### config.mk
export PLATFORM = sky130hd
export DESIGN_NAME = pool_stream_driver
export DESIGN_NICKNAME = d
export VERILOG_FILES = /design/src/rtl/pool_stream_pkg.sv /design/src/rtl/relu_max_ref.sv /design/src/rtl/pool_stream_driver.sv
export SDC_FILE = /design/constraint.sdc
export NUM_CORES = 1
export LEC_CHECK = 0
export ABC_AREA = 1
export BUFFER_PORTS_ARGS = -buffer_cell sky130_fd_sc_hd__buf_4
export CORE_MARGIN = 2
export CORE_UTILIZATION = 30
export DETAILED_ROUTE_END_ITERATION = 7
export PLACE_DENSITY = 0.54
export SYNTH_ARGS = -nofsm -noshare
export SYNTH_HDL_FRONTEND = slang
export SYNTH_HIERARCHICAL = 1
export SYNTH_SLANG_ARGS = --single-unit
### constraint.sdc
create_clock -name clk -period 1.8 [get_ports clk]
set_input_delay 0.45 -clock clk [delete_from_list [all_inputs] [get_ports clk]]
set_output_delay 0.45 -clock clk [all_outputs]
set_load 0.005 [all_outputs]
### src/rtl/pool_stream_pkg.sv
// Shared types and sizing for the pooling-engine stream driver.
package pool_stream_pkg;
  localparam int DATA_W    = 4;
  localparam int FRAME_LEN = 20;
  localparam int POOL_WIN  = 4;
  localparam int RES_LEN   = FRAME_LEN / POOL_WIN;
  localparam int TIMEOUT   = 16;

  typedef logic signed [DATA_W-1:0] sample_t;
  typedef enum logic [1:0] {IDLE, SEND, WAIT, RECV} state_t;
endpackage

### src/rtl/relu_max_ref.sv
// Golden relu-max per POOL_WIN window of the outgoing sample stream, window 0 first.
// Used by pool_stream_driver only when POOL_SELF_CHECK_EN is defined.
module relu_max_ref
  import pool_stream_pkg::*;
(
  input  logic    clk,
  input  logic    rst_n,
  input  logic    clr,
  input  logic    in_valid,
  input  sample_t in_data,
  output sample_t exp_o [RES_LEN]
);
  localparam int PW_W = $clog2(POOL_WIN);
  localparam int WI_W = $clog2(RES_LEN + 1);

  logic [PW_W-1:0] pos_q, pos_d;
  logic [WI_W-1:0] win_q, win_d;
  sample_t acc_q, acc_d, cand;
  sample_t exp_q [RES_LEN];
  sample_t exp_d [RES_LEN];

  always_comb begin
    pos_d = pos_q;
    win_d = win_q;
    acc_d = acc_q;
    exp_d = exp_q;
    // each window starts from 0, which folds the relu into the running max
    cand  = (pos_q == '0) ? '0 : acc_q;
    if (clr) begin
      pos_d = '0;
      win_d = '0;
      acc_d = '0;
      for (int i = 0; i < RES_LEN; i++) exp_d[i] = '0;
    end else if (in_valid) begin
      acc_d = (in_data > cand) ? in_data : cand;
      if (pos_q == PW_W'(POOL_WIN - 1)) begin
        pos_d = '0;
        if (win_q < WI_W'(RES_LEN)) begin
          exp_d[win_q[$clog2(RES_LEN)-1:0]] = acc_d;
          win_d = win_q + 1'b1;
        end
      end else begin
        pos_d = pos_q + 1'b1;
      end
    end
  end

  always_ff @(posedge clk or negedge rst_n) begin
    if (!rst_n) begin
      pos_q <= '0;
      win_q <= '0;
      acc_q <= '0;
      for (int i = 0; i < RES_LEN; i++) exp_q[i] <= '0;
    end else begin
      pos_q <= pos_d;
      win_q <= win_d;
      acc_q <= acc_d;
      exp_q <= exp_d;
    end
  end

  assign exp_o = exp_q;
endmodule

### src/rtl/pool_stream_driver.sv
// Frame buffer -> serial burst to the pooling engine -> captured result buffer, with rx timeout.
// Optional golden self-check of the returned results when POOL_SELF_CHECK_EN is defined.
module pool_stream_driver
  import pool_stream_pkg::*;
(
  input  logic                     clk,
  input  logic                     rst_n,
  input  logic                     wr_en,
  input  logic [4:0]               wr_addr,
  input  logic signed [DATA_W-1:0] wr_data,
  input  logic                     start,
  output logic                     busy,
  output logic                     done,
  output logic                     err,
  output logic                     mismatch,
  input  logic [2:0]               rd_addr,
  output logic signed [DATA_W-1:0] rd_data,
  output logic                     tx_valid,
  output logic signed [DATA_W-1:0] tx_data,
  input  logic                     rx_valid,
  input  logic signed [DATA_W-1:0] rx_data
);
  localparam int IDX_W = $clog2(FRAME_LEN + 1);
  localparam int RC_W  = $clog2(RES_LEN);
  localparam int TO_W  = $clog2(TIMEOUT + 1);

  state_t state_q, state_d;
  logic [IDX_W-1:0] idx_q, idx_d;
  logic [RC_W-1:0]  rcnt_q, rcnt_d;
  logic [TO_W-1:0]  tcnt_q, tcnt_d;
  sample_t frame_q [FRAME_LEN];
  sample_t frame_d [FRAME_LEN];
  sample_t result_q [RES_LEN];
  sample_t result_d [RES_LEN];
  logic    tx_valid_q, tx_valid_d;
  sample_t tx_data_q, tx_data_d;
  logic    done_q, done_d;
  logic    err_q, err_d;

  always_comb begin
    state_d    = state_q;
    idx_d      = idx_q;
    rcnt_d     = rcnt_q;
    tcnt_d     = tcnt_q;
    frame_d    = frame_q;
    result_d   = result_q;
    tx_valid_d = tx_valid_q;
    tx_data_d  = tx_data_q;
    done_d     = 1'b0;
    err_d      = err_q;

    if (state_q == IDLE && wr_en && wr_addr < 5'(FRAME_LEN)) frame_d[wr_addr] = wr_data;

    unique case (state_q)
      IDLE: begin
        if (start) begin
          state_d    = SEND;
          err_d      = 1'b0;
          for (int i = 0; i < RES_LEN; i++) result_d[i] = '0;
          tx_valid_d = 1'b1;
          // frame_d so a write landing with start is what goes out first
          tx_data_d  = frame_d[0];
          idx_d      = IDX_W'(1);
        end
      end
      SEND: begin
        if (idx_q == IDX_W'(FRAME_LEN)) begin
          state_d    = WAIT;
          tx_valid_d = 1'b0;
          tx_data_d  = '0;
          rcnt_d     = '0;
          tcnt_d     = '0;
        end else begin
          tx_data_d = frame_q[idx_q];
          idx_d     = idx_q + 1'b1;
        end
      end
      WAIT, RECV: begin
        if (rx_valid) begin
          result_d[rcnt_q] = rx_data;
          tcnt_d = '0;
          if (rcnt_q == RC_W'(RES_LEN - 1)) begin
            state_d = IDLE;
            done_d  = 1'b1;
          end else begin
            state_d = RECV;
            rcnt_d  = rcnt_q + 1'b1;
          end
        end else begin
          tcnt_d = tcnt_q + 1'b1;
          if (tcnt_d == TO_W'(TIMEOUT)) begin
            state_d = IDLE;
            err_d   = 1'b1;
          end
        end
      end
      default: state_d = IDLE;
    endcase
  end

  always_ff @(posedge clk or negedge rst_n) begin
    if (!rst_n) begin
      state_q    <= IDLE;
      idx_q      <= '0;
      rcnt_q     <= '0;
      tcnt_q     <= '0;
      for (int i = 0; i < FRAME_LEN; i++) frame_q[i] <= '0;
      for (int i = 0; i < RES_LEN; i++) result_q[i] <= '0;
      tx_valid_q <= 1'b0;
      tx_data_q  <= '0;
      done_q     <= 1'b0;
      err_q      <= 1'b0;
    end else begin
      state_q    <= state_d;
      idx_q      <= idx_d;
      rcnt_q     <= rcnt_d;
      tcnt_q     <= tcnt_d;
      frame_q    <= frame_d;
      result_q   <= result_d;
      tx_valid_q <= tx_valid_d;
      tx_data_q  <= tx_data_d;
      done_q     <= done_d;
      err_q      <= err_d;
    end
  end

`ifdef POOL_SELF_CHECK_EN
  sample_t exp_w [RES_LEN];
  logic    start_acc;
  logic    mismatch_q, mismatch_d;

  assign start_acc = (state_q == IDLE) && start;

  relu_max_ref u_ref (
    .clk      (clk),
    .rst_n    (rst_n),
    .clr      (start_acc),
    .in_valid (tx_valid_q),
    .in_data  (tx_data_q),
    .exp_o    (exp_w)
  );

  always_comb begin
    mismatch_d = mismatch_q;
    if (start_acc) begin
      mismatch_d = 1'b0;
    end else if (done_d) begin
      for (int i = 0; i < RES_LEN; i++)
        if (result_d[i] != exp_w[i]) mismatch_d = 1'b1;
    end
  end

  always_ff @(posedge clk or negedge rst_n) begin
    if (!rst_n) mismatch_q <= 1'b0;
    else        mismatch_q <= mismatch_d;
  end

  assign mismatch = mismatch_q;
`else
  assign mismatch = 1'b0;
`endif

  assign busy     = (state_q != IDLE);
  assign done     = done_q;
  assign err      = err_q;
  assign tx_valid = tx_valid_q;
  assign tx_data  = tx_data_q;
  assign rd_data  = (rd_addr < 3'(RES_LEN)) ? result_q[rd_addr] : '0;
endmodule

==> impl_metrics.tcl <==
set metrics [dict create \
    outcome "completed" \
    grt_pass1_vias 5245 \
    worst_slew_pin_slew_ns 0.523 \
    crit_path_start_kind "flip-flop" \
    netlist_area_um2 5980 \
    path_buf_inv 3 \
    area_growth_pct 27.7 \
    final_common_cell "nand2_1" \
    layout_common_cells "nand2_1 (244), dfrtp_1 (122), o21ai_0 (111), inv_1 (102), buf_4 (82)" \
    drtIter0Drc 263 \
    post_drt_wl_per_cell_um 14.6 \
    period_share_pct 98.3 \
    dp.cells 1107 \
    diodes 0 \
    grt_start_max_net_pins 43 \
    maxSlewViolCount 0 \
    finalSetupTns_ns 0 \
    crit_type "flip-flop to primary output" \
    ant_nets 0 \
    worst_setup_path_end_kind "primary output" \
    power_density_nw_per_um2 1430 \
    final_net_count 891 \
    slowest_stage "dfrtp_1" \
    h-tree-depth 4 \
    fin_util_pct 39.1 \
    cts.clk_slew.worst_paths_ns 0.06 \
    max-clock-path-buffers 2 \
    cts_tree "yes" \
    hold_path.class "input pin to asynchronous set/reset pin" \
    num_rows 51 \
    ys_ff_latch 122 \
    vias_per_cell 4.61 \
    root_buffer "clkbuf_16" \
    rsz0062_at_grt "true" \
    core_area_um2 19500 \
    wl_um 16700 \
    die_w_um 145 \
    ios 34 \
    ctsHoldBuffers 0 \
    post-route-min-period_ns 1.77 \
    p_leak_nw 3.66 \
    cts_inserted_buffers 17 \
    required_ns 1.35 \
    yosysUniqueCellTypes 26 \
    grt.overflow.total 0 \
    crit_top_cell "inv_1" \
    cpPeakStageDelay_ns 0.34 \
    synthArstFlopShare_pct 100 \
    peakVddDrop_mv 0.706 \
    die_h_um 145 \
    grt_pass1_wl_um 28100 \
    critical-path-top-delay-family "flip-flops" \
    synth_seq_area_share_pct 51.1 \
    report.power.total_w 0.0109 \
    initial_utilization_pct 30.6 \
    clock-sinks 122 \
    fin_skew_ns 0.0126 \
    timing.hold.ws_ns 0.00907 \
    finalSetupViolations 0 \
    grt_usage_pct 16.7 \
    final_cells 1142 \
    clock.fmax_ghz 0.565 \
    final-hold-violation-count 0 \
    drc 0 \
    synth_ff_type "dfrtp_1" \
    arrival_ns 1.32 \
    synth_edf_count 0 \
    clock_latency_ns 0.42 \
    max_slew_margin_pct 64.9 \
    antenna_found_initial 0 \
    yosysWarningCount 6 \
    synth_nets 806 \
    avgSynthCellArea_um2 7.66 \
    die-area_um2 21100 \
    gp_congestion 0.824 \
    portBuffers 32 \
    drive_above_1_share_pct 16.9 \
    crit_path_cell_trace "inv_1 -> a21oi_1 -> o21ai_1 -> nand2_1 -> inv_1 -> o22ai_2 -> buf_4" \
    vias 5259 \
    firstDrtPassIters 4 \
    netlist_instances 780 \
    dp_hpwl_um 11300 \
    maxCapViolCount 0 \
    cp_max_fo 2 \
]
## Yosys cell counts (2+ instances only)
master      n  area [um^2]
nand3_1    59          295
xor2_1      3         26.3
inv_2       2         7.51
o21ai_1     4         20.0
dfrtp_1   122         3050
nor3_1     11         55.1
o22ai_1    23          144
nor2_1     18         67.6
ha_1        5         62.6
o21ai_0   118          591
clkbuf_1   21         78.8
nor3_4      3         48.8
nor2_2      2         12.5
inv_1     109          409
nand2_1   249          935
clkinv_1    2         7.51
a21oi_1    20          100
## final cells by class
class                   count  area, um^2
clock inverters            12         175
clock buffers              19         433
flip-flops and latches    122        3050
repair inverters            1        7.51
multi-input cells         521        2460
fillers                  2075       11900
well taps                 265         332
repair buffers             89         738
inverters                 113         429
## report_power, final
| group | internal [W] | leakage (nW) | switching (W) |
|---|---|---|---|
| clock network | 0.00230 | 0.289 | 0.00125 |
| registers | 0.00338 | 1.65 | 0.000388 |
| logic | 0.00135 | 1.73 | 0.00222 |
| total | 0.00703 | 3.66 | 0.00386 |
## metrics by stage
step | area [um^2] | setup slack (ns)
final | 7630 | 0.0313
after detailed placement | 6920 | -0.0642
after floorplan | 5980 | 0.0418
after global placement | 6920 | -0.0282
after global routing | 7630 | -0.0711
after CTS | 7540 | -0.0112
## cell families (layout without fill, tap and decap cells)
kind of cell,Yosys count,count (layout),share of synthesized area [%]
buf+inv,137,234,8.69
compound gates,167,167,14.6
simple gates,345,345,24.1
fa+ha+maj,5,5,1.05
flops,122,122,51.1
xor+xnor,3,3,0.440
other cells,1,1,0.0628
## timing repair
action	in CTS	in global routing
gates cloned	0	1
setup endpoints to repair	4	17
buffers inserted	0	3
resized for setup	7	22
pin swaps	0	7
## metal layers
layer	GRT usage, %	vias up	share of wire (%)
li1	-	2674	-
met4	4.95	0	1.5
met3	3.55	19	2.8
met2	27.1	75	47
met1	22.5	2491	48
met5	0	-	0
## worst register-to-register path, cell delays in order (launching register included)
cell and delay [ns]:
dfrtp_1 0.39, inv_2 0.08, nand2_4 0.08, nor3_4 0.19, inv_2 0.11, nor2_2 0.27
nand2_1 0.08, buf_4 0.17, nand2_1 0.07, o21ai_0 0.09
## registers in the layout, indices dropped and copies added, names as in the netlist
signal and count:
tx_valid 1, tx_data 4, tcnt_q 5, err 1, state_q 2, result_q 20
rcnt_q 3, frame_q 80, done 1, idx_q 5
## final timing paths
kind                         startpoint      endpoint  slack [ns]  cells after the start
max reg2reg                  state_q[1]   frame_q[33]        0.14                      9
max in group asynchronous         rst_n  result_q[17]        1.24                      2
min reg2reg                 frame_q[10]   frame_q[10]        0.48                      2
min in group clk               rx_valid          done        0.29                      3
max                        result_q[10]    rd_data[2]        0.03                      7
min                               rst_n   frame_q[40]       0.009                      1
Note: power is estimated with default switching activity, not from simulation.
